### src/rtl/instr_mem_loader.sv
// Byte-stream boot loader: assembles little-endian 32-bit words from an 8-bit
// stream and writes them to instruction memory, holding the CPU until it is done.
module instr_mem_loader #(
    parameter int ADDR_W = 10
) (
    input  logic              clk,
    input  logic              rst,
    input  logic              start,
    input  logic              abort,
    input  logic [ADDR_W:0]   cfg_words,
    input  logic              in_valid,
    input  logic [7:0]        in_data,
    output logic              in_ready,
    output logic              mem_we,
    output logic [ADDR_W-1:0] mem_addr,
    output logic [31:0]       mem_wdata,
    output logic              cpu_hold,
    output logic              busy,
    output logic              done,
    output logic              err,
    output logic [31:0]       checksum
);

    localparam logic [1:0] IDLE  = 2'd0;
    localparam logic [1:0] RECV  = 2'd1;
    localparam logic [1:0] WRITE = 2'd2;

    localparam logic [ADDR_W:0] FULL_COUNT = {1'b1, {ADDR_W{1'b0}}};
    localparam logic [ADDR_W:0] ONE_COUNT  = (ADDR_W+1)'(1);

    logic [1:0]        state;
    logic [1:0]        byte_cnt;
    logic [31:0]       word_buf;
    logic [ADDR_W-1:0] word_addr;
    logic [ADDR_W:0]   remaining;
    logic [ADDR_W:0]   start_count;

    assign start_count = (cfg_words > FULL_COUNT) ? FULL_COUNT : cfg_words;

    assign in_ready  = (state == RECV);
    // NOTE: abort gates the write enable combinationally so an aborted WRITE never lands.
    assign mem_we    = (state == WRITE) && !abort;
    assign mem_addr  = word_addr;
    assign mem_wdata = word_buf;
    assign busy      = (state != IDLE);
    assign cpu_hold  = busy;

    always_ff @(posedge clk or negedge rst) begin
        if (!rst) begin
            state     <= IDLE;
            byte_cnt  <= 2'd0;
            word_buf  <= 32'd0;
            word_addr <= '0;
            remaining <= '0;
            done      <= 1'b0;
            err       <= 1'b0;
            checksum  <= 32'd0;
        end else begin
            case (state)
                IDLE: begin
                    if (start) begin
                        done      <= (start_count == '0);
                        err       <= 1'b0;
                        checksum  <= 32'd0;
                        byte_cnt  <= 2'd0;
                        word_buf  <= 32'd0;
                        word_addr <= '0;
                        remaining <= start_count;
                        if (start_count != '0) state <= RECV;
                    end
                end
                RECV: begin
                    if (abort) begin
                        state    <= IDLE;
                        err      <= 1'b1;
                        done     <= 1'b0;
                        byte_cnt <= 2'd0;
                    end else if (in_valid) begin
                        word_buf[{byte_cnt, 3'b000} +: 8] <= in_data;
                        byte_cnt <= byte_cnt + 2'd1;
                        if (byte_cnt == 2'd3) state <= WRITE;
                    end
                end
                WRITE: begin
                    if (abort) begin
                        state    <= IDLE;
                        err      <= 1'b1;
                        done     <= 1'b0;
                        byte_cnt <= 2'd0;
                    end else begin
                        checksum  <= checksum ^ word_buf;
                        remaining <= remaining - ONE_COUNT;
                        byte_cnt  <= 2'd0;
                        // The address stays on the last word so a full-depth load never wraps.
                        if (remaining == ONE_COUNT) begin
                            state <= IDLE;
                            done  <= 1'b1;
                        end else begin
                            state     <= RECV;
                            word_addr <= word_addr + ADDR_W'(1);
                        end
                    end
                end
                default: state <= IDLE;
            endcase
        end
    end

endmodule

### config.mk
export PLATFORM = sky130hd
export DESIGN_NAME = instr_mem_loader
export DESIGN_NICKNAME = d
export VERILOG_FILES = /design/src/rtl/instr_mem_loader.sv
export SDC_FILE = /design/constraint.sdc
export NUM_CORES = 1
export LEC_CHECK = 0
export ABC_CLOCK_PERIOD_IN_PS = 6130
export CAP_MARGIN = 0
export CORE_UTILIZATION = 55
export DETAILED_ROUTE_END_ITERATION = 16
export GPL_TIMING_DRIVEN = 0
export PLACE_DENSITY_LB_ADDON = 0.3
export SYNTH_ARGS = -nofsm -noshare
export SYNTH_HDL_FRONTEND = slang
export SYNTH_SLANG_ARGS = --single-unit
### constraint.sdc
create_clock -name clk -period 6.13 [get_ports clk]
set_input_delay 1.5325 -clock clk [delete_from_list [all_inputs] [get_ports clk]]
set_output_delay 1.5325 -clock clk [all_outputs]
set_load 0.02 [all_outputs]
# Yosys cells after proc, flatten, opt, wreduce, memory -nomap -nowiden
# Index checks and enable logic that the tools add are counted.
[totals] output_inout_bits=80 rom_bits=0 mem_count=0 mem_bits_rw=0 wordCells=84 register_bits=91 in_bits=24 latch_bits=0
[classes] n_div=0 shift=2 n_mul=0 order_cmp=1 add_sub_neg=4 reduce_logical=18 n_eq_ne=15 n_mux=35 n_bitwise=1
[ops] operator="two-way mux 32 bit" count=4
[ops] operator="one-hot mux 32 bit (2 select lines)" count=2
[ops] operator="two-way mux 11 bit" count=3
[ops] operator="bitwise mux 32 bit" count=1
[ops] operator="variable shift 8 x 7 -> 32 bit (first input constant)" count=1
[ops] operator="indexed part select 8 x 7 -> 32 bit" count=1
[ops] operator="bitwise XOR 32 bit" count=1
[ops] operator="two-way mux 10 bit" count=3
[ops] operator="one-hot mux 11 bit (2 select lines)" count=1
[ops] operator="one-hot mux 10 bit (2 select lines)" count=1
[ops] operator="two-way mux 2 bit" count=8
[ops] operator="AND reduction 4 bit" count=4
[ops] operator="!= test 2 bit (second input constant)" count=7
[ops] operator="one-hot mux 2 bit (3 select lines)" count=2
[ops] operator="equality test 11 x 1 -> 1 bit (second input constant)" count=1
[ops] operator="> comparator 11 bit (second input constant)" count=1
[ops] operator="zero test 11 bit" count=1
[ops] operator="nonzero test 11 bit" count=1
[ops] operator="subtractor 11 x 1 -> 11 bit (second input constant)" count=1
[ops] operator="adder 10 x 1 -> 10 bit (second input constant)" count=1
[ops] operator="AND reduction 3 bit" count=3
[ops] operator="two-way mux 1 bit" count=8
[ops] operator="nonzero test 2 bit" count=4
[ops] operator="negation 5 -> 7 bit" count=1
[ops] operator="13 further kinds" count=15

# Longest topological paths before layout
# Gate-level depths: netlist of the first run.
[depth] depth_word=6 mapped_depth=9 ltp_nobuf=7

# Worst setup path before layout of the first run
# OpenSTA, ideal clock, no wires.
[synth_timing] path_kind="input -> output" start="input abort" end="output mem_we" required_time_ns=4.597 arrival_time_ns=2.253 path_stages=4 path_buffers=2 slack_ns=2.344 path_cell_list="nand2b_1 > inv_1 > buf_2 > buf_2"
[synth_between] elab_chain_len=2
[synth_lines] item="start, declared" line="9" text="input logic abort,"
[synth_lines] item="zero test 1 bit" line="42" text="assign mem_we = (state == WRITE) && !abort;"
[synth_lines] item="logical AND 1 bit" line="42"
[synth_lines] item="end, declared" line="14" text="output logic mem_we,"
# No other way between the ends.

# Worst setup path in the final report of the first run
# Ends and elaborated chain as after synthesis.

==> run_results.csv, run 1 <==
group,metric,value,unit
run_status,status,"completed",
die,die-height,93.7,µm
pwr,powerDensity,302,nW/µm²
finish,final_layout_size_suffix_gt1_share,7.58,%
pwr,p_comb_share,36.0,%
place,gp_congestion,0.850,
pwr,clkPwrFrac,22.8,%
pwr,switching_share,38.7,%
global_route,antenna_found_initial,0,
finish,nFillCells,588,
finish,nets,625,
clock_tree,cts_tree,"yes",
finish,antenna_cells,0,
critical_path,required,4.60,ns
drt,ant_nets,0,
yosys,ys_async_sr_fraction,100,%
die,io_pins,104,
timing,period_needed,5.15,ns
timing,setup_viol,0,
clock_tree,h-tree-depth,3,
die,core_area,8180,µm²
critical_path,critPathKind,"primary input to primary output",
timing,slew_headroom,44.6,%
pwr,p_sw,702,µW
die,die_area,8780,µm²
critical_path,r2r_cells,8,
yosys,synth_cells,475,
yosys,synth.top_cell.area_share,49.2,%
clock_tree,clkTransAtPathRegs,0.10,ns
yosys,ys_warn_count,0,
global_route,grt_max_degree,55,
worst_hold_path,hold_end,"mem_wdata[24]",
drt,drc,0,
job,cap_violations,0,
pwr,leakagePower,0.00252,µW
pwr,intPower,1110,µW
finish,syn_to_final_growth,29.9,%
critical_path,reg2reg_to,"mem_wdata[28]",
yosys,synth_seq_cells,91,
clock_tree,cts_buffer_depth,2,
clock_tree,worstSkewPairLatency,0.37,ns
die,rows,33,
yosys,synth.yosys.seq_area_share,49.2,%
critical_path,reg2reg_from,"state[1]",
global_route,grt-ovfl-total,0,
drt,via_per_inst,5.93,
worst_hold_path,hold_path.class,"register to register",
clock_tree,post-cts-setup-buffer-count,0,
critical_path,worst-path-max-fanout,10,
timing,final.setup.tns,0,ns
finish,design_area,6010,µm²
global_route,grtUsageTotal,28.2,%
timing,whs,0.532,ns
critical_path,arrival,3.62,ns
yosys,synth_cell_types,54,
yosys,synth_top_cell_by_area,"dfrtp_1",
clock_tree,clock-sinks,91,
drt,drt_iter0_drc,408,
yosys,synth_fp_nets,510,
timing,worst_slew_pin_slew,0.825,ns
yosys,synthFlopType,"dfrtp_1",
timing,finalCritPeriodShare,84.1,%
critical_path,start_kind,"primary input",
die,fp.dieW,93.7,µm
timing,rsz0062_at_grt,"no",
worst_hold_path,min-delay-start,"mem_wdata[24]",
critical_path,reg2reg_slack,3.81,ns
clock_tree,clockRootBuffer,"clkbuf_8",
die,start_util,56.6,%
place,hpwl,8620,µm
drt,dr.pass1.iters,9,
clock_tree,hold_buffers,0,
timing,hold_viol,0,
critical_path,cp-end-kind,"primary output",
clock_tree,cts_resized,0,
yosys,synth.avg_cell_area,9.74,µm²
finish,final_core_util,73.5,%
timing,finalMaxSlewViolations,0,
yosys,synth_edf_count,0,
global_route,grt_pass1_wl,19300,µm
global_route,grt_pass1_vias,3939,
place,portBuffers,103,
drt,wire_per_inst,16.6,µm
pwr,seqPwrFrac,41.2,%
timing,skew,0.0140,ns
worst_hold_path,holdPathStages,2,
yosys,ys_top_cells_by_area,"dfrtp_1 (49%), xor2_1 (6.1%), nand2_1 (5.1%)",
place,placed_area,5810,µm²
timing,clock.fmax,0.194,GHz
finish,final_common_cell,"clkdlybuf4s50_1",
drt,routed_wl,11600,µm
pwr,worst_ir_drop_vdd,0.301,mV
yosys,synthesis.area,4630,µm²
clock_tree,numCtsBuffers,9,
drt,vias,4146,
finish,final_cell_mix,"clkdlybuf4s50_1 (102), dfrtp_1 (91), nand2_1 (63)",
==> final cells by class <==
| type | count | area, µm² | share of cell area (%) |
|---|---|---|---|
| clock buffers | 9 | 124 | 2.06 |
| flip-flops and latches | 91 | 2280 | 37.9 |
| inverters | 12 | 45.0 | 0.749 |
| repair buffers | 104 | 1060 | 17.6 |
| multi-input cells | 346 | 2170 | 36.1 |
| well taps | 105 | 131 | 2.19 |
| plain buffers | 26 | 136 | 2.27 |
| clock inverters | 6 | 73.8 | 1.23 |
==> flip-flops by register name (all words and copies together) (netlist names) <==
register and cells:
checksum 32, mem_wdata 32, remaining 11, mem_addr 10
byte_cnt 2, state 2, done 1, err 1
==> power groups by stage <==
stage / clock, µW / combinational (µW) / sequential (µW)
2_1_floorplan: 0 / 393 / 776
3_3_place_gp: 0 / 627 / 755
3_5_place_dp: 0 / 644 / 758
4_1_cts: 415 / 648 / 746
5_1_grt: 447 / 715 / 760
6_report: 414 / 654 / 749
==> worst max-delay path: stages <==
cell and delay (ns):
clkdlybuf4s50_1 0.49, nand2b_1 0.30, inv_1 0.14, buf_2 0.26
buf_2 0.26, clkdlybuf4s50_1 0.63
==> routing by layer <==
metal | track usage (%) | part of all wire (%)
met1 | 40.6 | 45
met4 | 9.23 | 0.82
met5 | 0 | 0
met2 | 43.2 | 48
met3 | 5.18 | 7.1
==> cell families after synthesis <==
group	share of synthesized area, %
DFF	49.2
muxes	2.06
AOI/OAI and AO/OA	14.1
buffers and inverters	3.92
xor gates and xnor gates	6.06
and+or+nand+nor	21.6
adders and majority gates	2.98
==> cells in the mapped netlist (5+ instances only) <==
master	n
o31ai_1	10
ha_1	11
clkbuf_1	8
xor2_1	32
nand2_1	63
mux2i_1	5
a22o_1	8
nor2_1	41
o22ai_1	5
a21oi_1	15
inv_1	12
dfrtp_1	91
nand3_1	40
o21ai_0	25
nor2b_1	7
a221o_1	5
nand2b_1	11
or4_1	5
buf_2	13
==> worst max path at each step <==
| stage | slack (ns) | end | cells after the start | from |
|---|---|---|---|---|
| floorplan | 2.34 | mem_we | 4 | abort |
| global placement | 0.25 | mem_wdata[25] | 1 | rst |
| detailed placement | 1.0 | mem_we | 6 | abort |
| CTS | 0.98 | mem_we | 6 | abort |
| global route | 0.86 | mem_we | 6 | abort |
| finish | 0.98 | mem_we | 6 | abort |
==> stage by stage <==
| stage | setup slack, ns | total power (µW) | std cells |
|---|---|---|---|
| floorplan | 2.34 | 1170 | 475 |
| global placement | 0.255 | 1380 | 683 |
| detailed placement | 0.996 | 1400 | 684 |
| CTS | 0.978 | 1810 | 699 |
| global route | 0.864 | 1920 | 699 |
| finish | 0.975 | 1820 | 699 |
(Power assumes the default switching activity.)
==> inputs of run 2 (changes only) <==
--- a/config.mk
+++ b/config.mk
@@ -5,9 +5,9 @@
 export SDC_FILE = /design/constraint.sdc
 export NUM_CORES = 1
 export LEC_CHECK = 0
-export ABC_CLOCK_PERIOD_IN_PS = 6130
+export ABC_CLOCK_PERIOD_IN_PS = 5280
 export CAP_MARGIN = 0
-export CORE_UTILIZATION = 55
+export CORE_UTILIZATION = 51
 export DETAILED_ROUTE_END_ITERATION = 16
 export GPL_TIMING_DRIVEN = 0
 export PLACE_DENSITY_LB_ADDON = 0.3
==> constraint.sdc (replaced) <==
create_clock -name clk -period 5.28 [get_ports clk]
set_input_delay 1.32 -clock clk [delete_from_list [all_inputs] [get_ports clk]]
set_output_delay 1.32 -clock clk [all_outputs]
set_load 0.02 [all_outputs]
==> run 2 against run 1 <==
  * Global-route usage down 3.2 points
  * Non-clock buffer count did not move
  * Clock skew fell by 0.0013 ns
  * Clock power rose by 24%
  * Largest power group unchanged
  * Utilization is 4.7 points lower
  * Power increased by 18%
  * First-iteration DRC count decreased by 50%
  * Setup slack got worse by 0.44 ns
==> run_results.csv, run 2 (synthesis gave the netlist of run 1 again) <==
group,metric,value,unit
die,fp.dieW,97.2,µm
die,rows,34,
finish,nets,625,
clock_tree,clkTransAtPathRegs,0.09,ns
global_route,antenna_found_initial,0,
global_route,grtUsageTotal,25.1,%
critical_path,critPathLaunch,"abort",
place,pre_cts_ws,0.587,ns
clock_tree,clock-sinks,91,
finish,design_area,6030,µm²
drt,dr.pass1.iters,4,
global_route,grt_pass1_wl,19000,µm
critical_path,arrival,3.42,ns
critical_path,r2r_cells,8,
clock_tree,clockRootBuffer,"clkbuf_8",
clock_tree,h-tree-depth,3,
finish,final_layout_size_suffix_gt1_share,7.73,%
timing,slew_headroom,41.3,%
global_route,grt-ovfl-total,0,
global_route,grt_max_degree,68,
timing,finalCritPeriodShare,89.8,%
drt,via_per_inst,5.61,
drt,ant_nets,0,
timing,worst_slew_pin_slew,0.874,ns
clock_tree,hold_buffers,0,
job,cap_violations,0,
die,io_pins,104,
critical_path,critPathCapture,"mem_we",
finish,final_cell_mix,"clkdlybuf4s50_1 (102), dfrtp_1 (91), nand2_1 (63)",
timing,fin_ws,0.540,ns
critical_path,cp-end-kind,"primary output",
finish,antenna_cells,0,
worst_hold_path,holdPathStages,2,
drt,wire_per_inst,16.0,µm
timing,setup_viol,0,
clock_tree,cts_buffer_depth,2,
drt,drt_iter0_drc,202,
critical_path,reg2reg_from,"state[0]",
critical_path,start_kind,"primary input",
drt,vias,3947,
die,die-height,97.2,µm
timing,rsz0062_at_grt,"no",
finish,syn_to_final_growth,30.4,%
clock_tree,cts_tree,"yes",
place,portBuffers,103,
timing,clock.fmax,0.211,GHz
place,hpwl,8260,µm
place,dp_cells,687,
drt,routed_wl,11300,µm
clock_tree,numCtsBuffers,9,
worst_hold_path,hold_path.class,"register to register",
timing,skew,0.0126,ns
timing,finalMaxSlewViolations,0,
place,gp_congestion,0.841,
run_status,status,"completed",
die,die_area,9450,µm²
pwr,powerDensity,355,nW/µm²
clock_tree,worstSkewPairLatency,0.37,ns
global_route,grt_pass1_vias,3835,
timing,hold_viol,0,
critical_path,critPathKind,"primary input to primary output",
drt,drc,0,
die,core_area,8760,µm²
pwr,worst_ir_drop_vdd,0.287,mV
die,start_util,52.8,%
place,placed_area,5820,µm²
clock_tree,cts_resized,0,
critical_path,reg2reg_slack,2.96,ns
finish,nFillCells,689,
finish,final_common_cell,"clkdlybuf4s50_1",
critical_path,worst-path-max-fanout,10,
finish,finalNonFillerCells,703,
timing,period_needed,4.74,ns
critical_path,reg2reg_to,"checksum[29]",
clock_tree,post-cts-setup-buffer-count,0,
pwr,leakagePower,0.00253,µW
critical_path,required,3.96,ns
[run 2: metrics by stage]
stage               hold slack, ns  utilization, %  total power, µW  TNS, ns
floorplan                    0.516               -             1360        0
global placement             0.505            66.1             1600   -34.37
detailed placement           0.498            66.4             1620        0
CTS                          0.532            68.8             2140        0
global route                 0.559            68.8             2260        0
finish                       0.528            68.8             2140        0
[run 2: report_power, final]
part	internal, µW	total (µW)	switching (µW)
clock network	242	515	273
registers	773	868	94.6
logic	299	756	457
total	1310	2140	825
[run 2: routing by layer]
layer	global-route usage, %	vias up	share of wire (%)
met3	4.10	23	5.2
met2	38.5	133	46
met5	0	-	0
met4	9.39	0	2.0
met1	35.9	1890	47
li1	-	1901	-
[run 2: critical path, cell delays in order]
cell             delay (ns)
clkdlybuf4s50_1        0.49
nand2b_1               0.31
inv_1                  0.14
buf_2                  0.26
buf_2                  0.27
clkdlybuf4s50_1        0.63
[run 2: worst min path at each step]
| stage | start | to | slack (ns) |
|---|---|---|---|
| floorplan | state[0] | state[0] | 0.52 |
| global placement | mem_wdata[17] | mem_wdata[17] | 0.51 |
| detailed placement | mem_wdata[19] | mem_wdata[19] | 0.50 |
| CTS | mem_wdata[19] | mem_wdata[19] | 0.53 |
| global route | mem_wdata[15] | mem_wdata[15] | 0.56 |
| finish | mem_wdata[19] | mem_wdata[19] | 0.53 |
[run 2: area by class of cell]
type	count	area [µm²]	share of cell area [%]
clock buffers	10	138	2.28
flip-flops and latches	91	2280	37.8
inverters	12	45.0	0.747
well taps	108	135	2.24
clock inverters	6	77.6	1.29
plain buffers	26	136	2.26
repair buffers	104	1060	17.5
multi-input cells	346	2170	35.9
